## config.mk

```make
export PLATFORM = sky130hd
export DESIGN_NAME = hemaia_clock_divider_sequencer_flat
export DESIGN_NICKNAME = d
export VERILOG_FILES = /design/src/rtl/hemaia_clock_divider_sequencer_if.sv /design/src/rtl/hemaia_clock_divider_sequencer.sv /design/src/flat_wrapper.sv
export SDC_FILE = /design/constraint.sdc
export NUM_CORES = 1
export LEC_CHECK = 0
export ABC_AREA = 1
export CAP_MARGIN = 20
export CELL_PAD_IN_SITES_DETAIL_PLACEMENT = 0
export CELL_PAD_IN_SITES_GLOBAL_PLACEMENT = 1
export CORE_MARGIN = 3
export CORE_UTILIZATION = 30
export CTS_CLUSTER_DIAMETER = 50
export DETAILED_ROUTE_END_ITERATION = 16
export GPL_TIMING_DRIVEN = 0
export PLACE_DENSITY_LB_ADDON = 0.2
export SLEW_MARGIN = 20
export SYNTH_ARGS = -nofsm -noshare
export SYNTH_HDL_FRONTEND = slang
export SYNTH_SLANG_ARGS = --single-unit
```

## constraint.sdc

```tcl
create_clock -name clk_i -period 1.6 [get_ports clk_i]
set_input_delay 0.4 -clock clk_i [delete_from_list [all_inputs] [get_ports clk_i]]
set_output_delay 0.4 -clock clk_i [all_outputs]
set_load 0.02 [all_outputs]
```

## src/rtl/hemaia_clock_divider_sequencer_if.sv

```systemverilog
// Request channel of the clock divider sequencer.
// Carries one domain-index/divisor request under a valid/ready handshake.
interface hemaia_clock_divider_sequencer_if #(
  parameter int IdxWidth         = 2,
  parameter int MaxDivisionWidth = 4
);
  logic                        req_valid_i;
  logic                        req_ready_o;
  logic [IdxWidth-1:0]         req_domain_i;
  logic [MaxDivisionWidth-1:0] req_divisor_i;

  modport master (
    output req_valid_i,
    output req_domain_i,
    output req_divisor_i,
    input  req_ready_o
  );

  modport slave (
    input  req_valid_i,
    input  req_domain_i,
    input  req_divisor_i,
    output req_ready_o
  );
endinterface

```

## src/rtl/hemaia_clock_divider_sequencer.sv

```systemverilog
// Sequences divisor changes for a set of clock-divider domains:
// assert domain reset, apply divisor, settle, release, report done.
module hemaia_clock_divider_sequencer #(
  parameter int NumDomains       = 4,
  parameter int MaxDivisionWidth = 4,
  parameter int DefaultDivision  = 1,
  parameter int RstCycles        = 4,
  parameter int SettleCycles     = 32,
  parameter int IdxWidth         =
    (NumDomains > 1) ? $clog2(NumDomains) : 1
) (
  input  logic clk_i,
  input  logic rst_ni,
  hemaia_clock_divider_sequencer_if.slave req,
  output logic [NumDomains*MaxDivisionWidth-1:0] divisor_o,
  output logic [NumDomains-1:0] divisor_valid_o,
  output logic [NumDomains-1:0] domain_rst_no,
  output logic [NumDomains-1:0] gated_o,
  output logic                  busy_o,
  output logic                  done_o,
  output logic                  err_o
);

  localparam int MaxCyc =
    (RstCycles > SettleCycles) ? RstCycles : SettleCycles;
  localparam int CntW =
    (MaxCyc > 1) ? $clog2(MaxCyc) : 1;

  localparam logic [CntW-1:0] RstLoad =
    CntW'(RstCycles - 1);
  localparam logic [CntW-1:0] SetLoad =
    CntW'(SettleCycles - 1);
  localparam logic [IdxWidth:0] NumDom =
    (IdxWidth + 1)'(NumDomains);
  localparam logic [MaxDivisionWidth-1:0] DefDiv =
    MaxDivisionWidth'(DefaultDivision);

  localparam logic [2:0] IDLE       = 3'd0;
  localparam logic [2:0] ASSERT_RST = 3'd1;
  localparam logic [2:0] APPLY      = 3'd2;
  localparam logic [2:0] SETTLE     = 3'd3;
  localparam logic [2:0] RELEASE    = 3'd4;
  localparam logic [2:0] DONE       = 3'd5;

  logic [2:0]                  r_state;
  logic [CntW-1:0]             r_cnt;
  logic [IdxWidth-1:0]         r_dom;
  logic [MaxDivisionWidth-1:0] r_div_req;

  logic [NumDomains-1:0][MaxDivisionWidth-1:0] r_div;
  logic [NumDomains-1:0] r_vld;
  logic [NumDomains-1:0] r_rstn;
  logic [NumDomains-1:0] r_gated;
  logic                  r_done;
  logic                  r_err;

  logic                  w_xfer;
  logic                  w_in_range;
  logic [NumDomains-1:0] w_req_sel;
  logic [NumDomains-1:0] w_sel;

  assign req.req_ready_o = (r_state == IDLE);
  assign busy_o          = (r_state != IDLE);
  assign w_xfer     = req.req_valid_i & req.req_ready_o;
  assign w_in_range = {1'b0, req.req_domain_i} < NumDom;

  assign divisor_o       = r_div;
  assign divisor_valid_o = r_vld;
  assign domain_rst_no   = r_rstn;
  assign gated_o         = r_gated;
  assign done_o          = r_done;
  assign err_o           = r_err;

  // One-hot domain selects for the incoming and latched index
  always_comb begin
    w_req_sel = '0;
    w_sel     = '0;
    for (int i = 0; i < NumDomains; i++) begin
      w_req_sel[i] = (req.req_domain_i == IdxWidth'(i));
      w_sel[i]     = (r_dom == IdxWidth'(i));
    end
  end

  // Sequencer state, shared down-counter and request latch
  always_ff @(posedge clk_i or negedge rst_ni) begin
    if (!rst_ni) begin
      r_state   <= IDLE;
      r_cnt     <= '0;
      r_dom     <= '0;
      r_div_req <= '0;
    end else begin
      case (r_state)
        IDLE: begin
          if (w_xfer) begin
            r_dom     <= req.req_domain_i;
            r_div_req <= req.req_divisor_i;
            if (w_in_range) begin
              r_state <= ASSERT_RST;
              r_cnt   <= RstLoad;
            end else begin
              r_state <= DONE;
              r_cnt   <= '0;
            end
          end
        end
        ASSERT_RST: begin
          if (r_cnt == '0) begin
            r_state <= APPLY;
          end else begin
            r_cnt <= r_cnt - 1'b1;
          end
        end
        APPLY: begin
          r_state <= SETTLE;
          r_cnt   <= SetLoad;
        end
        SETTLE: begin
          if (r_cnt == '0) begin
            r_state <= RELEASE;
            r_cnt   <= RstLoad;
          end else begin
            r_cnt <= r_cnt - 1'b1;
          end
        end
        RELEASE: begin
          if (r_cnt == '0) begin
            r_state <= DONE;
          end else begin
            r_cnt <= r_cnt - 1'b1;
          end
        end
        DONE: begin
          r_state <= IDLE;
          r_cnt   <= '0;
        end
        default: begin
          r_state <= IDLE;
          r_cnt   <= '0;
        end
      endcase
    end
  end

  // Per-domain outputs change only on the target's state-entry edges
  always_ff @(posedge clk_i or negedge rst_ni) begin
    if (!rst_ni) begin
      r_div   <= {NumDomains{DefDiv}};
      r_vld   <= '0;
      r_rstn  <= '1;
      r_gated <= '0;
      r_done  <= 1'b0;
      r_err   <= 1'b0;
    end else begin
      r_vld  <= '0;
      r_done <= 1'b0;
      r_err  <= 1'b0;
      case (r_state)
        IDLE: begin
          if (w_xfer) begin
            if (w_in_range) begin
              r_rstn <= r_rstn & ~w_req_sel;
            end else begin
              r_done <= 1'b1;
              r_err  <= 1'b1;
            end
          end
        end
        ASSERT_RST: begin
          if (r_cnt == '0) begin
            r_vld <= w_sel;
            for (int i = 0; i < NumDomains; i++) begin
              if (w_sel[i]) begin
                r_div[i]   <= r_div_req;
                r_gated[i] <= (r_div_req == '0);
              end
            end
          end
        end
        RELEASE: begin
          if (r_cnt == '0) begin
            r_done <= 1'b1;
            for (int i = 0; i < NumDomains; i++) begin
              if (w_sel[i]) begin
                r_rstn[i] <= ~r_gated[i];
              end
            end
          end
        end
        default: begin
        end
      endcase
    end
  end

endmodule

```

## src/flat_wrapper.sv

```systemverilog
// flat-port wrapper written by rule: the top's interface ports become plain ports
module hemaia_clock_divider_sequencer_flat 
#(
  parameter int NumDomains       = 4,
  parameter int MaxDivisionWidth = 4,
  parameter int DefaultDivision  = 1,
  parameter int RstCycles        = 4,
  parameter int SettleCycles     = 32,
  parameter int IdxWidth         =
    (NumDomains > 1) ? $clog2(NumDomains) : 1
)
  (clk_i, rst_ni, divisor_o, divisor_valid_o, domain_rst_no, gated_o, busy_o, done_o, err_o, req_req_valid_i, req_req_domain_i, req_req_divisor_i, req_req_ready_o);
  hemaia_clock_divider_sequencer_if #(.IdxWidth(IdxWidth), .MaxDivisionWidth(MaxDivisionWidth)) req_i ();
  input  logic clk_i;
  input  logic rst_ni;
  output logic [NumDomains*MaxDivisionWidth-1:0] divisor_o;
  output logic [NumDomains-1:0] divisor_valid_o;
  output logic [NumDomains-1:0] domain_rst_no;
  output logic [NumDomains-1:0] gated_o;
  output logic busy_o;
  output logic done_o;
  output logic err_o;
  input wire logic [$bits(req_i.req_valid_i)-1:0] req_req_valid_i;
  input wire logic [$bits(req_i.req_domain_i)-1:0] req_req_domain_i;
  input wire logic [$bits(req_i.req_divisor_i)-1:0] req_req_divisor_i;
  output wire logic [$bits(req_i.req_ready_o)-1:0] req_req_ready_o;
  assign req_i.req_valid_i = req_req_valid_i;
  assign req_i.req_domain_i = req_req_domain_i;
  assign req_i.req_divisor_i = req_req_divisor_i;
  assign req_req_ready_o = req_i.req_ready_o;
  hemaia_clock_divider_sequencer #(.NumDomains(NumDomains), .MaxDivisionWidth(MaxDivisionWidth), .DefaultDivision(DefaultDivision), .RstCycles(RstCycles), .SettleCycles(SettleCycles), .IdxWidth(IdxWidth)) u_core (.clk_i(clk_i), .rst_ni(rst_ni), .req(req_i), .divisor_o(divisor_o), .divisor_valid_o(divisor_valid_o), .domain_rst_no(domain_rst_no), .gated_o(gated_o), .busy_o(busy_o), .done_o(done_o), .err_o(err_o));
endmodule
```

# After elaboration in Yosys (flattened, before gate mapping)
# Cells that the tools add are included.
totals:
  wordCells: 84
  latch_bits: 0
  romBits: 0
  n_memories: 0
  register_bits: 43
  output_inout_bits: 32
  in_bits: 9
  mem_bits_rw: 0
op_classes:
  div_mod_pow: 0
  n_reduce_logical: 19
  mul: 0
  n_shift: 0
  add_sub_neg: 1
  magnitude_cmp: 0
  bitwise: 7
  n_mux: 20
  n_eq_ne: 19
op_table:
  columns: ["cell", "n"]
  rows:
  - ["5-bit case mux with 4 select lines", 1]
  - ["4-bit AND reduction", 5]
  - ["4-bit two-way mux", 4]
  - ["5-bit two-way mux", 3]
  - ["3-bit case mux with 5 select lines", 1]
  - ["2-bit by 1-bit != test with 1-bit output (second input constant)", 7]
  - ["3-bit two-way mux", 4]
  - ["3-bit AND reduction", 4]
  - ["2-bit equality test (second input constant)", 4]
  - ["4-bit case mux with 2 select lines", 1]
  - ["3-bit by 2-bit equality test with 1-bit output (second input constant)", 2]
  - ["1-bit two-way mux", 6]
  - ["5-bit logical NOT", 1]
  - ["5-bit by 1-bit subtractor with 5-bit output (second input constant)", 1]
  - ["4-bit bitwise AND", 1]
  - ["2-bit by 1-bit equality test with 1-bit output (second input constant)", 2]
  - ["2-bit logical NOT", 2]
  - ["4-bit logical NOT", 1]
  - ["2-bit != test (second input constant)", 2]
  - ["1-bit inverter", 4]
  - ["4-bit inverter", 1]
  - ["2-bit AND reduction", 2]
  - ["3-bit by 1-bit equality test with 1-bit output (second input constant)", 1]
  - ["3-bit equality test (second input constant)", 1]
  - ["5 further kinds", 5]

# Longest topological paths before layout
logic_depth:
  ltp_word: 5
  depth_mapped: 9
  depth_no_buf: 9

# Least setup slack after synthesis
# Ideal clock, no wire load.
synth_path:
  path_kind: "flip-flop to flip-flop"
  startpoint: "register u_core.r_cnt[0]"
  endpoint: "register u_core.r_div (netlist bit u_core.divisor_o[11])"
  arrival_time_ps: 1318
  required_ps: 1476
  setup_ps: 124
  synth_period_minus_slack_ps: 1442
  n_path_buf: 1
  path_stages_with_launch: 9
  slack_ps: 158
  cell_sequence: "dfrtp_1 -> inv_1 -> ha_1 -> nand3_2 -> nor2_2 -> nand3_1 -> buf_2 -> nand2_1 -> o21ai_1"
synth_via:
  elab_chain_len: 2
synth_lines:
  columns: ["element", "line_no", "source"]
  rows:
  - ["start, declared", "hemaia_clock_divider_sequencer.sv:46", "logic [CntW-1:0] r_cnt;"]
  - ["start signal, assigned", "hemaia_clock_divider_sequencer.sv:99", "r_cnt <= RstLoad;"]
  - ["start signal, assigned", "hemaia_clock_divider_sequencer.sv:110", "r_cnt <= r_cnt - 1'b1;"]
  - ["start signal, assigned", "hemaia_clock_divider_sequencer.sv:115", "r_cnt <= SetLoad;"]
  - ["5-bit logical NOT", "hemaia_clock_divider_sequencer.sv:169", "if (r_cnt == '0) begin"]
  - ["3-bit AND reduction (no source line)", null, null]
  - ["end signal, assigned", "hemaia_clock_divider_sequencer.sv:147", "r_div <= {NumDomains{DefDiv}};"]
  - ["end signal, assigned by index", "hemaia_clock_divider_sequencer.sv:173", "r_div[i] <= r_div_req;"]
  - ["end, declared", "hemaia_clock_divider_sequencer.sv:50", "logic [NumDomains-1:0][MaxDivisionWidth-1:0] r_div;"]
# Every way passes these cells.
# A chain may end at the register's enable or synchronous reset.

# Worst setup path after layout
layout_path:
  startpoint: "register u_core.r_div (netlist bit u_core.divisor_o[8])"
  endpoint: "output port divisor_o[8]"
layout_rtl:
  columns: ["element", "line_no", "source"]
  rows:
  - ["end, declared", "flat_wrapper.sv:16", "output logic [NumDomains*MaxDivisionWidth-1:0] divisor_o;"]
# No word-level cell between the ends.

==> flow_summary.yaml <==
status:
  status: "complete, no violations"
power_and_ir_drop:
  power.switching_uw: 2150
  p_leak_uw: 0.00143
  seqPwrFrac_pct: 36.1
  clkPwrFrac_pct: 17.0
  power_density_nw_per_um2: 1920
  internal-power_uw: 2880
  swShare_pct: 42.8
  comb_power_share_pct: 46.9
  ir_drop_mv: 0.776
synthesis:
  seq_area_frac_synth_pct: 55.4
  synthTopCellsByCount: "nand2_1 (81), dfrtp_1 (35), inv_1 (26), o21ai_1 (20), nand3_1 (19)"
  synth_seq_cells: 43
  synth_top_cell_area_share_pct: 44.7
  async_reset_ff_share_pct: 100
  ys.flop_type: "dfrtp_1"
  synth_cells: 240
  synth_largest_area_cell: "dfrtp_1"
  synth_edf_count: 0
  syn_avg_cell_area_um2: 8.17
  yosys_warnings: 0
  syn_nets: 250
  synth.distinct_cells: 20
  synthTopCellsByArea: "dfrtp_1 (45%), nand2_1 (16%), dfstp_2 (11%)"
  syn_area_um2: 1960
  synth_most_common_cell: "nand2_1"
grt:
  grt_max_degree: 24
  grt_pass1_vias: 1662
  grt_usage_pct: 13.7
  grt_pass1_wl_um: 8170
  overflow: 0
  antenna_found_initial: 0
finish:
  area_growth_pct: 34.0
  stdcell_count: 367
  fin_nets: 301
  antennaDiodeCount: 0
  drive_above_1_share_pct: 17.5
  stdcell_area_um2: 2630
sta:
  max_freq_mhz: 640
  worstMarginPinSlew_ns: 0.548
  rsz0062_at_grt: "true"
  setup_viol: 0
  min_period_over_period_pct: 97.6
  hold_viol_final: 0
  slew_violations: 0
  period_needed_ns: 1.56
  finClkSkew_ns: 0.00754
  fin_hold_ws_ns: 0.0866
  slew_headroom_pct: 63.4
placement:
  place_area_um2: 2470
  dp_cells: 355
  port-buffer-count: 39
  gp_congestion: 0.753
  detailed_place_hpwl_um: 3420
routing:
  drtIter0Drc: 53
  antenna_left: 0
  drc: 0
  drt-pass1-iter-count: 4
  vias: 1687
  finalWirelength_um: 4710
  post_drt_via_cell_ratio: 4.60
  wl_per_cell_um: 12.8
setup_path:
  path_buf_inv: 1
  critical_path.top_delay_family: "flip-flops"
  critPathLaunchType: "flip-flop"
  cp_slowest_cell: "dfstp_2"
  endpoint_kind: "output port"
  max_stage_delay_ns: 0.54
  worst_ep_arrival_time_ns: 1.16
  crit_chain: "dlygate4sd2_1"
  path_max_fanout: 2
  critical_path_class: "flip-flop to output port"
  cp.required_ns: 1.20
clock_network:
  clock_sinks: 43
  cts_tree: "yes"
  cts_made_buffers: 5
  insertion_delay_ns: 0.29
  holdBufCountCts: 0
  clockRootBuffer: "clkbuf_8"
  clockBufferDepth: 2
  clkTransAtPathRegs_ns: 0.08
  h-tree-depth: 2
die:
  die_x_um: 86.8
  core_region_area_um2: 6130
  die_y_um: 86.8
  initial_utilization_pct: 32.0
  die_area_um2: 7540
  num_rows: 28
  ios: 41
run:
  cap_violations: 0
min_path:
  timing.hold.worst.class: "input port to asynchronous set/reset pin"
final cells by class:
type	instances	area, µm²
inverters	29	109
well taps	75	93.8
flip-flops and latches	43	1090
multi-input cells	161	773
clock inverters	3	43.8
fillers	650	3500
clock buffers	5	68.8
repair buffers	44	399
plain buffers	7	48.8
per-layer routing:
layer | vias to the layer above | track usage [%] | routed length (µm)
met4 | 0 | 3.82 | 29
met2 | 27 | 22.2 | 2250
met3 | 2 | 2.95 | 153
met5 | - | 0 | 0
li1 | 862 | - | -
met1 | 796 | 18.6 | 2280
sequential cells by signal, indices dropped and copies added (netlist names):
name                    count
u_core.divisor_o           16
u_core.r_cnt                5
u_core.divisor_valid_o      4
u_core.domain_rst_no        4
u_core.gated_o              4
u_core.r_div_req            4
u_core.r_state              3
u_core.r_dom                2
u_core.done_o               1
metrics by stage:
| stage | setup WS [ns] | utilization, % | setup TNS (ns) | power (µW) |
|---|---|---|---|---|
| after floorplan | 0.158 | - | 0 | 3300 |
| after global placement | -1.14 | 39.9 | -46.40 | 4200 |
| after detailed placement | -0.270 | 40.2 | -1.40 | 4220 |
| after CTS | 0.0113 | 42.2 | 0 | 5010 |
| after global routing | -0.00519 | 42.8 | -0.00519 | 5500 |
| final | 0.0377 | 42.8 | 0 | 5030 |
cell usage in the layout, fill, tap and decap left out:
| cell | Yosys | routed |
|---|---|---|
| nand2_1 | 81 | 80 |
| nand3_2 | 2 | 1 |
| buf_4 | 1 | 6 |
| xor2_1 | 1 | 1 |
| buf_6 | 0 | 1 |
| dfrtp_2 | 0 | 3 |
| clkbuf_4 | 0 | 1 |
| buf_2 | 6 | 6 |
| conb_1 | 1 | 1 |
| clkinv_2 | 0 | 1 |
| nor2_1 | 9 | 7 |
| o21ai_0 | 9 | 9 |
| a21oi_4 | 0 | 1 |
| inv_2 | 3 | 5 |
| clkinv_4 | 0 | 1 |
| a21oi_1 | 8 | 8 |
| nand3_4 | 0 | 1 |
| dfrtp_1 | 35 | 32 |
| nor2_2 | 2 | 2 |
| nand2_2 | 2 | 3 |
| bufinv_16 | 0 | 1 |
| clkdlybuf4s50_1 | 0 | 7 |
| clkdlybuf4s15_1 | 0 | 5 |
| clkbuf_8 | 0 | 5 |
| dlygate4sd2_1 | 0 | 23 |
| clkbuf_2 | 0 | 1 |
| nand3_1 | 19 | 19 |
| nand4_1 | 5 | 5 |
| nor2_4 | 0 | 2 |
| dfstp_2 | 8 | 8 |
| buf_16 | 0 | 1 |
| ha_4 | 0 | 1 |
| o21ai_1 | 20 | 20 |
| inv_1 | 26 | 24 |
worst register-to-register path, stage by stage (launching register included):
cell	delay, ns
dfrtp_1	0.39
inv_2	0.10
ha_4	0.17
nand3_4	0.13
nor2_4	0.14
nand3_1	0.10
buf_2	0.19
nand2_1	0.07
o21ai_1	0.06
timing repair:
action,CTS,global route
hold endpoints to repair,0,0
pin swaps,1,0
setup endpoints to repair,54,38
buffers inserted,3,1
resized for setup,43,21
power by group through the flow:
stage	logic (µW)	registers (µW)	clock network, µW
finish	2360	1820	855
detailed placement	2370	1850	0
CTS	2310	1810	888
global placement	2340	1860	0
floorplan	1200	2100	0
global route	2710	1880	915
cells by family after synthesis:
group / synth area share [%]
flops: 55.4
simple gates: 26.0
buf+inv: 7.47
fa+ha+maj: 0.638
other cells: 0.191
xor+xnor: 0.447
compound gates: 9.89
worst paths after layout:
| check | start | end | slack (ns) | cells past startpoint |
|---|---|---|---|---|
| setup / recovery | u_core.divisor_o[8] | divisor_o[8] | 0.04 | 1 |
| hold / removal | rst_ni | u_core.divisor_valid_o[1] | 0.09 | 1 |
| setup reg to reg | u_core.r_cnt[0] | u_core.divisor_o[5] | 0.14 | 8 |
| hold reg to reg | u_core.domain_rst_no[3] | u_core.domain_rst_no[3] | 0.48 | 2 |
| max in group asynchronous | rst_ni | u_core.divisor_o[0] | 0.93 | 2 |
| min in group clk_i | u_core.domain_rst_no[3] | u_core.domain_rst_no[3] | 0.48 | 2 |
Power figures use the tool's default switching activity.
